$ cat src/rtl/mpu_fetch.sv
// mpu_fetch: instruction fetch and 12-byte prefetch queue feeding the decoder.
// Reads 32-bit words from instruction memory (1-cycle latency) and presents a
// 48-bit little-endian window starting at byte pc. Consume advances the window
// by isize bytes. Jump redirects to any byte address.
//
// Ports:
//   sys_clk, sys_rst     clock, synchronous active-high reset
//   en                   fetch enable (gates new reads only)
//   mem_re, mem_adr      word read request and word address
//   mem_dat              read data, valid the cycle after mem_re
//   i, i_valid, pc       instruction window, 6-bytes-valid flag, byte PC
//   consume, isize       retire current instruction of isize (1..6) bytes
//   jump, jaddr          redirect to jaddr (wins over consume)
//   error                sticky illegal-consume flag
module mpu_fetch (
  input  logic        sys_clk,
  input  logic        sys_rst,
  input  logic        en,
  output logic        mem_re,
  output logic [13:0] mem_adr,
  input  logic [31:0] mem_dat,
  output logic [47:0] i,
  output logic        i_valid,
  output logic [15:0] pc,
  input  logic        consume,
  input  logic [15:0] isize,
  input  logic        jump,
  input  logic [15:0] jaddr,
  output logic        error
);

  localparam int unsigned QBYTES    = 12;
  localparam int unsigned WIN_BYTES = 6;
  localparam int unsigned QW        = 8 * QBYTES;

  // Registered state
  logic [QW-1:0] q_r;
  logic [3:0]    cnt_r;
  logic [13:0]   fa_r;
  logic          pend_r;
  logic          squash_r;
  logic [1:0]    skip_r;

  // Next-state values
  logic [QW-1:0] q_n;
  logic [QW-1:0] q_s;
  logic [3:0]    cnt_n;
  logic [3:0]    cnt_a;
  logic [13:0]   fa_n;
  logic          squash_n;
  logic [1:0]    skip_n;
  logic [15:0]   pc_n;
  logic          err_n;

  logic          size_ok;
  logic          cons_ok;
  logic          cons_bad;
  logic          capture;
  logic          req;
  logic [2:0]    sh;
  logic [2:0]    nb;
  logic [4:0]    fill_lvl;
  logic [1:0]    idx;

  // Request/consume/capture qualification
  always_comb begin
    size_ok  = (isize != 16'd0) && (isize <= 16'd6);
    cons_ok  = consume & ~jump & i_valid & size_ok;
    cons_bad = consume & ~jump & ~cons_ok;
    // A word returning in a jump cycle, or marked stale, is dropped.
    capture  = pend_r & ~squash_r & ~jump;
    // Count the in-flight word so the queue can always absorb it.
    fill_lvl = {1'b0, cnt_r} + (pend_r ? 5'd4 : 5'd0);
    req      = ~sys_rst & en & ~jump & (fill_lvl <= 5'd8);
  end

  assign mem_re  = req;
  assign mem_adr = fa_r;
  assign i       = q_r[8*WIN_BYTES-1:0];

  // Queue shift on consume, then append accepted word bytes behind the survivors
  always_comb begin
    sh    = cons_ok ? isize[2:0] : 3'd0;
    cnt_a = cnt_r - {1'b0, sh};
    nb    = 3'd4 - {1'b0, skip_r};
    q_s   = q_r >> {sh, 3'b000};
    q_n   = q_s;
    idx   = 2'd0;
    if (capture) begin
      for (int b = 0; b < QBYTES; b++) begin
        if ((5'(b) >= {1'b0, cnt_a}) &&
            ((5'(b) - {1'b0, cnt_a}) < {2'b00, nb})) begin
          idx = 2'(5'(b) - {1'b0, cnt_a} + {3'b000, skip_r});
          q_n[8*b +: 8] = mem_dat[{idx, 3'b000} +: 8];
        end
      end
    end
  end

  // Pointer, count and flag updates; jump overrides consume and capture
  always_comb begin
    cnt_n    = cnt_a + (capture ? {1'b0, nb} : 4'd0);
    fa_n     = req ? fa_r + 14'd1 : fa_r;
    skip_n   = capture ? 2'd0 : skip_r;
    squash_n = 1'b0;
    pc_n     = pc + (cons_ok ? isize : 16'd0);
    err_n    = error | cons_bad;
    if (jump) begin
      cnt_n    = 4'd0;
      fa_n     = jaddr[15:2];
      skip_n   = jaddr[1:0];
      squash_n = pend_r;
      pc_n     = jaddr;
    end
  end

  // State register
  always_ff @(posedge sys_clk) begin
    if (sys_rst) begin
      q_r      <= '0;
      cnt_r    <= 4'd0;
      fa_r     <= 14'd0;
      pend_r   <= 1'b0;
      squash_r <= 1'b0;
      skip_r   <= 2'd0;
      pc       <= 16'd0;
      error    <= 1'b0;
      i_valid  <= 1'b0;
    end else begin
      q_r      <= q_n;
      cnt_r    <= cnt_n;
      fa_r     <= fa_n;
      pend_r   <= req;
      squash_r <= squash_n;
      skip_r   <= skip_n;
      pc       <= pc_n;
      error    <= err_n;
      i_valid  <= (cnt_n >= 4'd6);
    end
  end

endmodule

$ cat config.mk
export PLATFORM = sky130hd
export DESIGN_NAME = mpu_fetch
export DESIGN_NICKNAME = d
export VERILOG_FILES = /design/src/rtl/mpu_fetch.sv
export SDC_FILE = /design/constraint.sdc
export NUM_CORES = 1
export LEC_CHECK = 0
export CAP_MARGIN = 20
export CORE_AREA = 2 2 99 197
export DETAILED_ROUTE_END_ITERATION = 10
export DIE_AREA = 0 0 101 199
export HOLD_SLACK_MARGIN = 0.03
export PLACE_DENSITY_LB_ADDON = 0.3
export SYNTH_ARGS = -nofsm -noshare
export SYNTH_HDL_FRONTEND = slang
export SYNTH_SLANG_ARGS = --single-unit
$ cat constraint.sdc
create_clock -name sys_clk -period 5.15 [get_ports sys_clk]
set_input_delay 0.515 -clock sys_clk [delete_from_list [all_inputs] [get_ports sys_clk]]
set_output_delay 0.515 -clock sys_clk [all_outputs]
set_load 0.02 [all_outputs]
# After elaboration in Yosys (flattened, before gate mapping)
# Index checks and enable logic that the tools add are counted.
# totals
register_bits,136
inputBits,69
out_inout_bits,81
# op_classes
n_addsub,30
magnitude_cmp,27
shift,13
muxes,23
bitwise,14
reduce_logical,17
# ops
operator,n
$shiftx A32 B6 Y8,12
$mux W8,12
$mux W96,1
$shr A96 B6 Y96,1
$lt A5 B3 Y1,12
$mux W16,2
$mux W14,2
$add A2 B2 Y2,12
$sub A3 B4 Y5 const A,4
$sub A4 B4 Y5 const A,4
$add A16 B16 Y16,1
$ge A3 B4 Y1 const A,4
$ge A4 B4 Y1 const A,4
$le A16 B3 Y1 const B,1
$reduce_bool A16 Y1,1
$add A14 B1 Y14 const B,1
$logic_and A1 B1 Y1,13
$sub A1 B4 Y5 const A,2
$sub A2 B4 Y5 const A,2
$and A1 B1 Y1,9
$mux W3,3
$ge A1 B4 Y1 const A,2
$ge A2 B4 Y1 const A,2
$add A4 B3 Y5,1
other kinds (11),16

# Depth between registers and ports, before layout
# depth
word_depth,11
depth_mapped,18

# Worst setup path before layout
# Ideal clock, no wire load.
# synth_timing
path_kind,input-to-reg
from,in isize[13]
to,reg q_r[1]
setup_time_ns,0.070
arrival_time_ns,4.613
setup_slack_ns,0.467
stages,18
n_path_buf,4
cell_sequence,nor4_4 -> and4_1 -> nand3_1 -> buf_2 -> buf_2 -> buf_1 -> fa_1 -> inv_1 -> ha_1 -> xnor2_1 -> inv_1 -> ha_1 -> a21oi_1 -> nand3_1 -> or3_1 -> clkbuf_1 -> nor2_1 -> o2bb2ai_1
# synth_via
elab_chain_cells,10
# synth_lines
element,line,text
start: declaration,26,"input logic [15:0] isize,"
$le A16 B3 Y1 / $reduce_bool A16 Y1 (equally long branches),67,size_ok = (isize != 16'd0) && (isize <= 16'd6);
$logic_and A1 B1 Y1 *,67,
$and A1 B1 Y1 *,68,cons_ok = consume & ~jump & i_valid & size_ok;
$mux W3 *,83,sh = cons_ok ? isize[2:0] : 3'd0;
$sub A4 B3 Y4,84,"cnt_a = cnt_r - {1'b0, sh};"
$sub A1 B4 Y5,93,"idx = 2'(5'(b) - {1'b0, cnt_a} + {3'b000, skip_r});"
$add A2 B2 Y2 / $lt A5 B3 Y1 (equally long branches),"93, 92",
$shiftx A32 B6 Y8 / $logic_and A1 B1 Y1 (equally long branches),"94, 91",
$mux W8,91,"if ((5'(b) >= {1'b0, cnt_a}) &&"
$mux W96 *,89,if (capture) begin
end signal: assignment,130,q_r <= q_n;
end: declaration,37,logic [QW-1:0] q_r;
# Every way passes the cells marked *; elsewhere a longest branch is shown, timed or not.
# A chain may end at the register's enable or synchronous reset.

# Worst setup path after layout
# layout_timing
from,in isize[13]
to,reg q_r[34]
# layout_via
elab_chain_cells,10
# layout_lines
element,line
$le A16 B3 Y1 / $reduce_bool A16 Y1 (equally long branches),67
$logic_and A1 B1 Y1 *,67
$and A1 B1 Y1 *,68
$mux W3 *,83
$sub A4 B3 Y4,84
$sub A3 B4 Y5,93
$add A2 B2 Y2 / $lt A5 B3 Y1 (equally long branches),"93, 92"
$shiftx A32 B6 Y8 / $logic_and A1 B1 Y1 (equally long branches),"94, 91"
$mux W8,91
$mux W96 *,89
# Marked as above.

==> metrics.md <==
| Metric | Value |
|---|---|
| Yosys cell types | 77 |
| Die ar. | between 20,000 and 25,000 sq um |
| Main flop type after synthesis | dfxtp_1 |
| Row cnt | 71 |
| Ranking of synthesized cells by area | dfxtp_1 26%, mux2i_1 12%, nand2_1 7.0% |
| P_int | a little over 2 mW |
| Post-route DRC | 0 |
| Routed len/inst | between 20 and 25 microns |
| Postcts setup bufs | 0 |
| CTS root buf | clkbuf_16 |
| Synth Register Bits | approximately 140 |
| Post-cts sizing count | 0 |
| Setup Crit Path Kind | input pin to flop |
| Ys async rst share | 0% |
| Metal3 WL | about 2.4 mm |
| Setup_tns | 0 ns |
| Synth top area share | a little over a quarter |
| Ports | 150 |
| Synthesized area | roughly 10,000 sq um |
| DRT Wirelength | between 30 and 40 mm |
| Post-synth EDFFs | 0 |
| Vert. Die Dim | approximately 200 microns |
| Critical Path Fanout Max | 8 |
| Sequential Power Share | between 30 and 40% |
| Worst EP required | ~5.4 ns |
| Met2 wire length | 17.6 mm |
| Critical Path AT | around 4.6 ns |
| Register area share after synthesis | between 20% and 30% |
| Hold Path Origin | error |
| Reg2Reg Depth | 19 |
| Die X | a little over 100 microns |
| Final setup violation count | 0 |
| Critical path launch point type | input pin |
| Worst Hold Class | flop to flop |
| Total gr overflow | 0 |
| Tcrit/Tclk final | a little over four fifths |
| CP startpoint | isize[13] |
| TritonRoute pass-1 iters | 6 |
| Highest routed layer | met4 |
| GPL Wtd Cong | about 0.94 |
| CTS tree | done |
| Clk slew on worst S/H paths | 0.06 ns |
| H-tree depth | 4 |
| N_diodes | 0 |
| Layout cells sized above 1 | a little over a tenth |
| Slew @ Worst Pin | around 1.1 ns |
| TritonCTS Buffers | 17 |
| Hold path cells | 2 |
| Most common cell after layout, fill and taps aside | nand2_1 |
| Global-route wire length before repair | around 52 mm |
| Min cycle time layout | between 4 and 5 ns |
| Initial antenna violation count | 0 |
| Power Dens Cells | ~240 nW/um^2 |
| Pin count of the biggest net entering global routing | 89 |
| Layout area overhead | 20.7% |
| Max-slew violation count | 0 |
| Reg2reg start | i_valid |
| GRT Resource Usage Total | between 30% and 40% |
| Sw frac | between 20% and 30% |
| Post-Syn Instances | 1,231 |
| Clock network power share | between 40% and 50% |
| FMAX | 230 MHz |
| DRT antenna net count | 0 |
| CP endpoint kind | flop |
| Nets@finish | between 1,000 and 1,500 |
| First DRT Iteration DRCs | 600 |
| PortBufs | between 100 and 150 |
| Synthesized area per cell | 8.38 sq um |
| Psw | ~0.87 mW |
| Most frequent cells in the layout | 193 x nand2_1, 148 x clkdlybuf4s50_1, 136 x dfxtp_1 |
| Hpwl dp | ~25 mm |
| Clk_skew | between 0.008 and 0.009 ns |
| Longest Clk Path Bufs | 2 |
| M1 WL | 11.1 mm |
| Via count | between 10,000 and 15,000 |
| Initial Util | around 55% |
| RSZ-0062 raised after global routing | no |
| CTS Sinks | approximately 140 |
| Yosys top cell by area | dfxtp_1 |
| Status | complete, no violations |
| Yosys warns | 0 |
| Skew-Pair Late Insertion Delay | roughly 0.43 ns |
| Vias in the first global route | slightly above 10,000 |
| Hold Buf Count CTS | 0 |
| Placeable Area | 18,700 sq um |
| Max VDD drop | approximately 0.00023 V |
| Max-cap viol count | 0 |
| Vias per cell | 6.40 |
| Total power draw | roughly 2.9 mW |
| Logic pwr share | a little under a fifth |
| Final Hold Fails | 0 |
| Leakage power | 5.64 nW |
| Slew HR | between 20% and 30% |
==> worst paths after layout <==
check | slack [ns] | to
setup reg to reg | 1.07 | q_r[34]
setup / recovery | 0.79 | q_r[34]
hold / removal | 0.48 | error
hold reg to reg | 0.48 | error
==> cells by family after synthesis <==
family | share of synthesized area (%)
adder cells (fa/ha/maj) | 6.53
buffers and inverters | 8.64
AO/OA/AOI/OAI | 17.6
XOR/XNOR | 2.44
AND/OR/NAND/NOR | 19.5
other | 0.0364
flip-flops | 26.4
multiplexers | 18.9
==> sequential cells by signal, summed over array words and instances (netlist names) <==
register  flops
cnt_r         4
mem_adr      14
pend_r        1
error         1
squash_r      1
q_r          96
pc           16
skip_r        2
i_valid       1
==> final cells by class <==
class,count,area [sq um]
multi-input cells,946,6770
fillers,1571,6200
flip-flops and latches,136,2720
repair buffers,202,1950
clock buffers,17,425
well taps,219,274
clock inverters,15,168
inverters,39,146
==> worst max-delay path: stages <==
cell and delay (ns):
clkdlybuf4s50_1 0.44, nor4_4 0.45, and4_1 0.28, nand2_1 0.07, nor2_1 0.09, buf_4 0.13
ha_1 0.17, inv_1 0.06, fa_1 0.52, inv_1 0.07, ha_1 0.21, xnor2_1 0.21
buf_4 0.15, ha_1 0.22, nand2_1 0.09, and3_1 0.21, buf_4 0.20, a211oi_1 0.07
a2111oi_1 0.48
==> cells in the mapped netlist (6+ instances only) <==
master / number
mux2i_1: 123
o221a_2: 8
and2_1: 8
buf_2: 13
o2111ai_1: 6
o21ai_0: 39
o2bb2ai_1: 6
nand2b_1: 8
mux4_2: 32
xor2_1: 8
a22oi_1: 7
clkbuf_1: 38
xnor2_1: 17
o21a_1: 6
and3_1: 6
a21o_1: 10
buf_1: 8
a311oi_1: 31
a21oi_1: 70
a2111oi_1: 6
ha_1: 49
inv_1: 35
nor2_1: 105
buf_4: 53
nand3_1: 66
nor3_1: 20
dfxtp_1: 136
a211oi_1: 28
a32o_1: 8
buf_6: 7
nand2_1: 193
==> power by group through the flow <==
stage               Clock [mW]  Sequential [mW]  Combinational [mW]
finish                    1.27             1.12               0.558
detailed placement           0             1.14               0.544
floorplan                    0             1.16               0.314
global placement             0             1.14               0.537
CTS                       1.27             1.12               0.549
global route              1.31             1.12               0.598
==> stage by stage <==
step | utilization, % | std cells | setup WS [ns] | hold slack [ns] | cell area, sq um
after global placement | 63.6 | 1542 | 0.456 | 0.447 | 11900
final | 66.7 | 1574 | 0.794 | 0.482 | 12500
after floorplan | - | 1242 | 0.467 | 0.465 | 10400
after CTS | 66.7 | 1574 | 0.791 | 0.484 | 12500
after detailed placement | 63.6 | 1542 | 0.370 | 0.472 | 11900
after global routing | 66.7 | 1574 | 0.480 | 0.511 | 12500
==> routing by layer <==
metal / up-vias / track usage, %
met5: - / 0
met2: 509 / 61.8
met3: 127 / 6.11
met4: 0 / 21.2
li1: 4661 / -
met1: 4778 / 34.4
Note: power is estimated with default switching activity, not from simulation.
